## src/rtl/brg_frac.sv

```systemverilog
// Fractional baud rate generator: rx_tick at baud*OVERSAMPLE, tx_tick every OVERSAMPLE rx_ticks.
// Period is cur_int or cur_int+1 cycles, chosen by a phase accumulator over cur_frac.
module brg_frac #(
    parameter int              INT_W      = 16,
    parameter int              FRAC_W     = 4,
    parameter int              OVERSAMPLE = 16,
    parameter logic [INT_W-1:0]  DEF_INT  = 16'd325,
    parameter logic [FRAC_W-1:0] DEF_FRAC = 4'd8
) (
    input  logic              clk,
    input  logic              reset,
    input  logic              enable,
    input  logic [INT_W-1:0]  div_int,
    input  logic [FRAC_W-1:0] div_frac,
    input  logic              div_load,
    output logic              rx_tick,
    output logic              tx_tick,
    output logic              busy
);
    localparam int CW   = INT_W + 1;
    localparam int OS_W = $clog2(OVERSAMPLE);

    logic [INT_W-1:0]  cur_int;
    logic [FRAC_W-1:0] cur_frac;
    logic [CW-1:0]     cnt;
    logic [FRAC_W-1:0] acc;
    logic              extra;
    logic [OS_W-1:0]   os_cnt;

    logic              valid;
    logic              run;
    logic [CW-1:0]     limit;
    logic              term;
    logic [FRAC_W:0]   acc_sum;

    assign valid   = (cur_int >= INT_W'(2));
    assign run     = enable & valid;
    // Extra cycle is owed when the previous tick's accumulator step carried out.
    assign limit   = {1'b0, cur_int} - CW'(1) + CW'(extra);
    assign term    = (cnt == limit);
    assign acc_sum = {1'b0, acc} + {1'b0, cur_frac};

    always_ff @(posedge clk or posedge reset) begin
        if (reset) begin
            cur_int  <= DEF_INT;
            cur_frac <= DEF_FRAC;
            cnt      <= '0;
            acc      <= '0;
            extra    <= 1'b0;
            os_cnt   <= '0;
            rx_tick  <= 1'b0;
            tx_tick  <= 1'b0;
            busy     <= 1'b0;
        end else begin
            busy <= run;
            if (div_load) begin
                cur_int  <= div_int;
                cur_frac <= div_frac;
                cnt      <= '0;
                acc      <= '0;
                extra    <= 1'b0;
                os_cnt   <= '0;
                rx_tick  <= 1'b0;
                tx_tick  <= 1'b0;
            end else if (run) begin
                if (term) begin
                    cnt     <= '0;
                    acc     <= acc_sum[FRAC_W-1:0];
                    extra   <= acc_sum[FRAC_W];
                    os_cnt  <= os_cnt + OS_W'(1);
                    rx_tick <= 1'b1;
                    tx_tick <= (os_cnt == OS_W'(OVERSAMPLE - 1));
                end else begin
                    cnt     <= cnt + CW'(1);
                    rx_tick <= 1'b0;
                    tx_tick <= 1'b0;
                end
            end else begin
                // Stopped or invalid divisor: state holds so a restart resumes mid-period.
                rx_tick <= 1'b0;
                tx_tick <= 1'b0;
            end
        end
    end
endmodule
```

## config.mk

```make
export PLATFORM = sky130hd
export DESIGN_NAME = brg_frac
export DESIGN_NICKNAME = d
export VERILOG_FILES = /design/src/rtl/brg_frac.sv
export SDC_FILE = /design/constraint.sdc
export NUM_CORES = 1
export LEC_CHECK = 0
export BUFFER_PORTS_ARGS = -buffer_cell sky130_fd_sc_hd__buf_2
export CAP_MARGIN = 20
export CELL_PAD_IN_SITES_DETAIL_PLACEMENT = 0
export CELL_PAD_IN_SITES_GLOBAL_PLACEMENT = 2
export CORE_MARGIN = 2
export CORE_UTILIZATION = 38
export DETAILED_ROUTE_END_ITERATION = 10
export PLACE_DENSITY = 0.91
export SYNTH_ARGS = -nofsm -noshare
export SYNTH_HDL_FRONTEND = slang
export SYNTH_SLANG_ARGS = --single-unit
```

## constraint.sdc

```tcl
create_clock -name clk -period 4.2 [get_ports clk]
set_input_delay 0.21 -clock clk [delete_from_list [all_inputs] [get_ports clk]]
set_output_delay 0.21 -clock clk [all_outputs]
set_load 0.01 [all_outputs]
```

==> impl_results.md, run 1 <==
- Status: complete, no violations
- Number of synthesized flops with an enable pin: 0
- Post-Syn Instances: a little under 300
- Tmin final: approximately 3.7 ns
- Number of remaining DRC errors: 0
- Critical Path Sink Type: flop
- Top cell type by total area after synthesis: dfrtp_1
- Vias in the first global route: between 2k and 2.5k
- WHS Path Cells: 3
- Slew @ Worst Pin: between 0.7 and 0.8 ns
- Root Driver: clkbuf_8
- Max Cap Violations: 0
- Final WL: 6248 um
- Worst reg2reg path depth: 10
- Cell family with most CP delay: simple AND/OR/NAND/NOR gates
- CP Buf/Inv Count: 1
- Main synth FF type: dfrtp_1
- Netlist area before placement: 2978 um2
- Final hold viol count: 0
- Critical Path Fanout Max: 15
- Routed Antenna Nets: 0
- Placed cell area: ~3200 um2
- Area Growth Syn to Fin: 11.26%
- Peak supply drop: between 0.1 and 0.15 mV
- Flops & latches, synth: roughly 50
- CTS tree: built
- Final global-route overflow total: 0
- Avg Cell Area, Syn: slightly above 10 um2
- PD cells: between 300 and 400 nW/um2
- Peak Freq: between 200 and 300 MHz
- H-tree levels: 2
- Number of antenna violations at the first check in global routing: 0
- # diodes: 0
- Clock tree buffer depth: 2
- Worst Path Required: 4.37 ns
- Critical Path Stages: 10
- Sink Count: 49
- Hpwl dp: ~4500 um
- Ratio of cells with drive above 1 in the final layout: about 22%
- Hold crit path type: in2reg
- Post-synth top area share: 36.97%
- First drt pass iteration count: 4
- WL/cell: about 15 um
- Core area: approximately 7600 um2
- Slowest stage cell, crit path: or4b_1
- Setup Skew: 0.009949 ns
- Syn_nets: 329
- Leak pwr: ~1.3 nW
- Vias: approximately 2.2k
- Post-CTS Setup Repair Bufs: 0
- Starting DRT DRC Count: 123
- Die area: 8561 um2
- Die Width: a little over 90 um
- Clock latency on the worst-skew pair: approximately 0.31 ns
- I/O pins: 27
- GP Congestion: just under 0.9
- # setup viols final: 0
- Design area: between 3000 and 4000 um2
- DIE HEIGHT: 92.53 um
- Sequential element share of the synthesized area: between 40% and 50%
- Worst slew margin: 48.23%
- Placed cells: approximately 410
- Final nets: ~350
- Global-route wire length before repair: 10870 um
- Starting Density: roughly two fifths
- Share of the cycle needed by the critical path after routing: between 80% and 90%
- Most used cell, CP: ha_1
- Top cells by area, synth: dfrtp_1 37%, xnor2_1 7.1%, mux2_2 6.4%, xor2_1 5.0%, dfstp_2 4.4%
- CP Class: reg2reg
- Final number of max-transition violations: 0
- Ys async rst share: between 90% and 100%
- Post-synthesis cell type count: 53
- Crit-path cells: inv_1 > ha_1 > ha_1 > nor3b_2 > nand4_1 > xnor2_1 > or3_1 > or4b_1 > o31ai_4 > nor2_1
- CTS buffer count: 5
- Largest net degree at the start of global routing: 50
- I/O Buffers: 26
- Critical Path AT: roughly 3.8 ns
- Setup TNS: 0 ns
- Non-Filler Instances: 423
- Yosys Warn Count: 0
- GRT Total Usage: about 16%
- Crit path largest cell delay: between 0.6 and 0.7 ns
- Row Count: 32
- CP Launch Type: flop
- Unrepaired setup endpoints after global routing: false
- Clock-pin slew on the worst setup and hold paths: 0.10 ns
- Post-DR vias/cell: between 5 and 6
layout make-up:
| class | count | area (um2) |
|---|---|---|
| tap | 102 | 127.6 |
| sequential | 49 | 1232 |
| fill | 756 | 4334 |
| multi-input combinational | 224 | 1629 |
| timing repair buffer | 31 | 182.7 |
| clock buffer | 6 | 72.57 |
| inverter | 9 | 33.78 |
| clock inverter | 2 | 35.03 |
final timing paths:
check                      slack, ns                 endpoint              startpoint
max                             0.55       cnt[9]$_DFFE_PP0P_       extra$_DFFE_PP0P_
min                             0.11   cur_int[1]$_DFFE_PP0P_              div_int[1]
max reg2reg                     0.55       cnt[9]$_DFFE_PP0P_       extra$_DFFE_PP0P_
min reg2reg                     0.51   cur_int[0]$_DFFE_PP1P_  cur_int[0]$_DFFE_PP1P_
max in group asynchronous       3.12   cur_int[0]$_DFFE_PP1P_                   reset
min in group asynchronous       0.48  cur_frac[2]$_DFFE_PP0P_                   reset
per-stage QoR:
stage	utilization (%)	total power, mW	setup slack [ns]	hold WS (ns)
final	43.32	1.025	0.5455	0.1067
after global routing	43.32	1.081	0.2330	0.1183
after CTS	42.93	1.032	0.5532	0.1107
after detailed placement	41.52	0.6928	0.5593	0.4316
after global placement	41.52	0.6902	0.6548	0.4309
after floorplan	-	0.6533	1.089	0.3244
timing repair:
action                    CTS  global route
hold endpoints to repair    0            20
gates resized for setup     0             0
hold buffers                0             1
registers in the layout, summed over array words and instances (netlist names):
register	flops
os_cnt	4
cur_frac	4
extra	1
busy	1
acc	4
tx_tick	1
rx_tick	1
cur_int	16
cnt	17
per-layer routing:
| metal | vias to the layer above | GRT usage [%] | share of wire [%] |
|---|---|---|---|
| met5 | - | 0 | 0 |
| met4 | 0 | 4.104 | 1.2 |
| met3 | 7 | 2.604 | 3.1 |
| met2 | 31 | 23.84 | 44 |
| met1 | 1060 | 24.05 | 52 |
| li1 | 1117 | - | - |
report_power, final:
part           internal (mW)  switching, mW
combinational         0.0715         0.0836
clock                  0.177          0.163
sequential             0.497         0.0335
total                  0.745          0.280
Yosys cell counts (5+ instances only):
master	instances
xor2_1	17
dfstp_2	5
o31ai_1	6
o21ai_0	8
a21oi_1	11
mux2_2	17
nand4_1	12
nand3_1	6
nor4_1	5
clkbuf_1	6
xnor2_1	24
nand2_1	21
dfrtp_1	44
and3_1	6
inv_1	8
nor2_1	28
nor3_1	7
ha_1	8
worst reg2reg max path: cells and delay by family (launching register included):
family,cells,cell delay [ns]
compound gates,1,0.61
xor+xnor,1,0.18
fa+ha+maj,2,0.38
buf+inv,1,0.06
flops,1,0.39
simple gates,5,1.91
cells in the final DEF (no fill, tap or decap), drive strengths merged, types with 5 or more instances in the layout:
master,n
and3,6
nor4,6
o31ai,8
nor2,28
xnor2,24
dfrtp,44
nand4,12
inv,8
nor3,7
xor2,17
o21ai,8
dfstp,5
mux2,17
a21oi,11
nand2,21
ha,8
buf,30
clkbuf,6
nand3,7
cell families (layout without fill, tap and decap cells):
logic type      Yosys count  after routing  share of synthesized area [%]
simple gates            107            107                          20.17
mux                      18             18                          6.765
fa+ha+maj                 9              9                          4.034
xor+xnor                 41             41                          12.06
flops                    49             49                          41.39
buf+inv                  23             48                          3.907
compound gates           49             49                          11.68
Note: power is estimated with default switching activity, not from simulation.
==> run 2: changes to the inputs <==
- PLACE_DENSITY: 0.91 -> 0.85
==> run 2 against run 1 <==
  * Combinational power hardly changed
  * Utilization about the same
  * Critical path depth is the same
  * Sequential share of layout area hardly changed
  * Clock power grew 2%
  * Non-clock buffer count fell by 1
  * Cell area down 0.11%
  * Via count increased by 0.32%
  * Maximum frequency is 0.91% lower
  * Critical path type unchanged
==> impl_results.md, run 2 (synthesis gave the netlist of run 1 again) <==
- CTS buffer count: 5
- I/O pins: 27
- Clock latency on the worst-skew pair: 0.31 ns
- Peak Freq: 271.1 MHz
- H-tree levels: 2
- I/O Buffers: 26
- Final worst slack: a little over 0.5 ns
- Hold crit path type: in2reg
- Final WL: 6368 um
- Die area: around 8600 um2
- PD cells: 311.8 nW/um2
- WL/cell: between 15 and 20 um
- CTS Hold Bufs: 0
- Starting DRT DRC Count: about 100
- Share of the cycle needed by the critical path after routing: approximately 90%
- Post-DR vias/cell: between 5 and 6
- First drt pass iteration count: 4
- Hpwl dp: between 4000 and 5000 um
- Setup Skew: 0.004849 ns
- Slowest stage cell, crit path: or4b_1
- Setup TNS: 0 ns
- Number of antenna violations at the first check in global routing: 0
- Final number of max-transition violations: 0
- Die Width: approximately 90 um
- Critical Path AT: between 3 and 4 ns
- GRT Total Usage: between 10% and 20%
- Dpl ws: about 0.54 ns
- CP Buf/Inv Count: 1
- Tmin final: roughly 3.7 ns
- Post-CTS Setup Repair Bufs: 0
- Critical Path Sink Type: flop
- Fillers: ~760
- Global-route wire length before repair: ~11000 um
- Cell family with most CP delay: simple AND/OR/NAND/NOR gates
- Most used cell, CP: ha_1
- Area of the multi-input gates: about 1600 um2
- Vias: between 2k and 2.5k
- Crit-path cells: inv_1 > ha_1 > ha_1 > nor3b_2 > nand4_1 > xnor2_1 > or3_1 > or4b_1 > o31ai_4 > nor2_1
- Slew @ Worst Pin: between 0.8 and 0.9 ns
- Starting Density: around 39%
- Clock tree buffer depth: 2
- DIE HEIGHT: ~93 um
- Status: complete, no violations
- Area Growth Syn to Fin: 11.13%
- WHS: ~0.11 ns
- Top Registers: cnt: 17 flops, cur_int: 16 flops
- Max Cap Violations: 0
- CP Class: reg2reg
- Ratio of cells with drive above 1 in the final layout: ~22%
- Post-CTS sizing: 0
- Sequential Area: about 1200 um2
- Critical Path Fanout Max: 15
- Sink Count: 49
- PnR Total Power: 1.032 mW
- Row Count: 32
- Crit path largest cell delay: about 0.67 ns
- Peak supply drop: roughly 0.12 mV
- Worst Path Required: around 4.4 ns
- Final hold viol count: 0
- Clock-pin slew on the worst setup and hold paths: about 0.090 ns
- Number of remaining DRC errors: 0
- Top reg by flops: cnt
- GP Congestion: 0.8276
- # setup viols final: 0
- Root Driver: clkbuf_8
- Final nets: roughly 350
- Unrepaired setup endpoints after global routing: false
- Max reg flops: 17
- Final global-route overflow total: 0
- Leak pwr: 1.344 nW
- Largest net degree at the start of global routing: 50
- CTS tree: built
- Most frequent cells in the layout: 44 x dfrtp_1, 28 x nor2_1, 26 x buf_2
- Worst slew margin: between 40 and 50%
- Vias in the first global route: between 2k and 2.5k
- Commonest non-fill, non-tap cell in the layout: dfrtp_1
- Core area: between 7000 and 8000 um2
- # diodes: 0
- Routed Antenna Nets: 0
- CP Launch Type: flop
[run 2: changes by cell type in the layout (fill, tap and decap cells not counted)]
cell,change
buf_4,-1
clkinv_2,-1
inv_6,+1
[run 2: layer usage]
metal	GRT usage (%)	wire (um)
met5	0	0
met4	4.104	40
met3	2.441	231
met2	23.48	2811
met1	23.87	3285
[run 2: per-stage QoR]
stage | utilization [%] | cell area [um2] | cells
final | 43.28 | 3309 | 422
after global routing | 43.28 | 3309 | 422
after floorplan | - | 2978 | 296
after CTS | 42.88 | 3279 | 420
after global placement | 41.43 | 3168 | 412
after detailed placement | 41.43 | 3168 | 412
[run 2: area by class of cell]
cell class	instances	share of cell area [%]
Clock buffer	6	2.193
Clock inverter	2	1.172
Inverter	9	1.021
Multi-Input combinational cell	224	49.22
Sequential cell	49	37.24
Tap cell	102	3.856
Timing Repair Buffer	30	5.293
[run 2: worst paths after layout]
check	endpoint	slack, ns	cells past startpoint	from
worst max-delay path	cnt[16]$_DFFE_PP0P_	0.51	10	extra$_DFFE_PP0P_
worst min-delay path	cur_int[4]$_DFFE_PP0P_	0.11	3	div_int[4]
worst max register to register	cnt[16]$_DFFE_PP0P_	0.51	10	extra$_DFFE_PP0P_
worst min register to register	cur_int[0]$_DFFE_PP1P_	0.51	2	cur_int[0]$_DFFE_PP1P_
max in group asynchronous	cur_int[0]$_DFFE_PP1P_	3.22	4	reset
min in group asynchronous	cur_int[15]$_DFFE_PP0P_	0.41	3	reset
[run 2: power by group]
part | leakage [nW] | switching (mW) | internal (mW)
combinational | 0.658 | 0.0830 | 0.0706
sequential | 0.630 | 0.0336 | 0.497
clock | 0.0558 | 0.168 | 0.180
total | 1.34 | 0.285 | 0.747
[run 2: worst reg2reg max path, delay by kind of cell, from the launching register on]
family	cells	cell delay (ns)
AND/OR/NAND/NOR	5	1.90
AO/OA/AOI/OAI	1	0.63
flip-flops	1	0.39
adder cells (fa/ha/maj)	2	0.38
XOR/XNOR	1	0.19
buffers and inverters	1	0.06
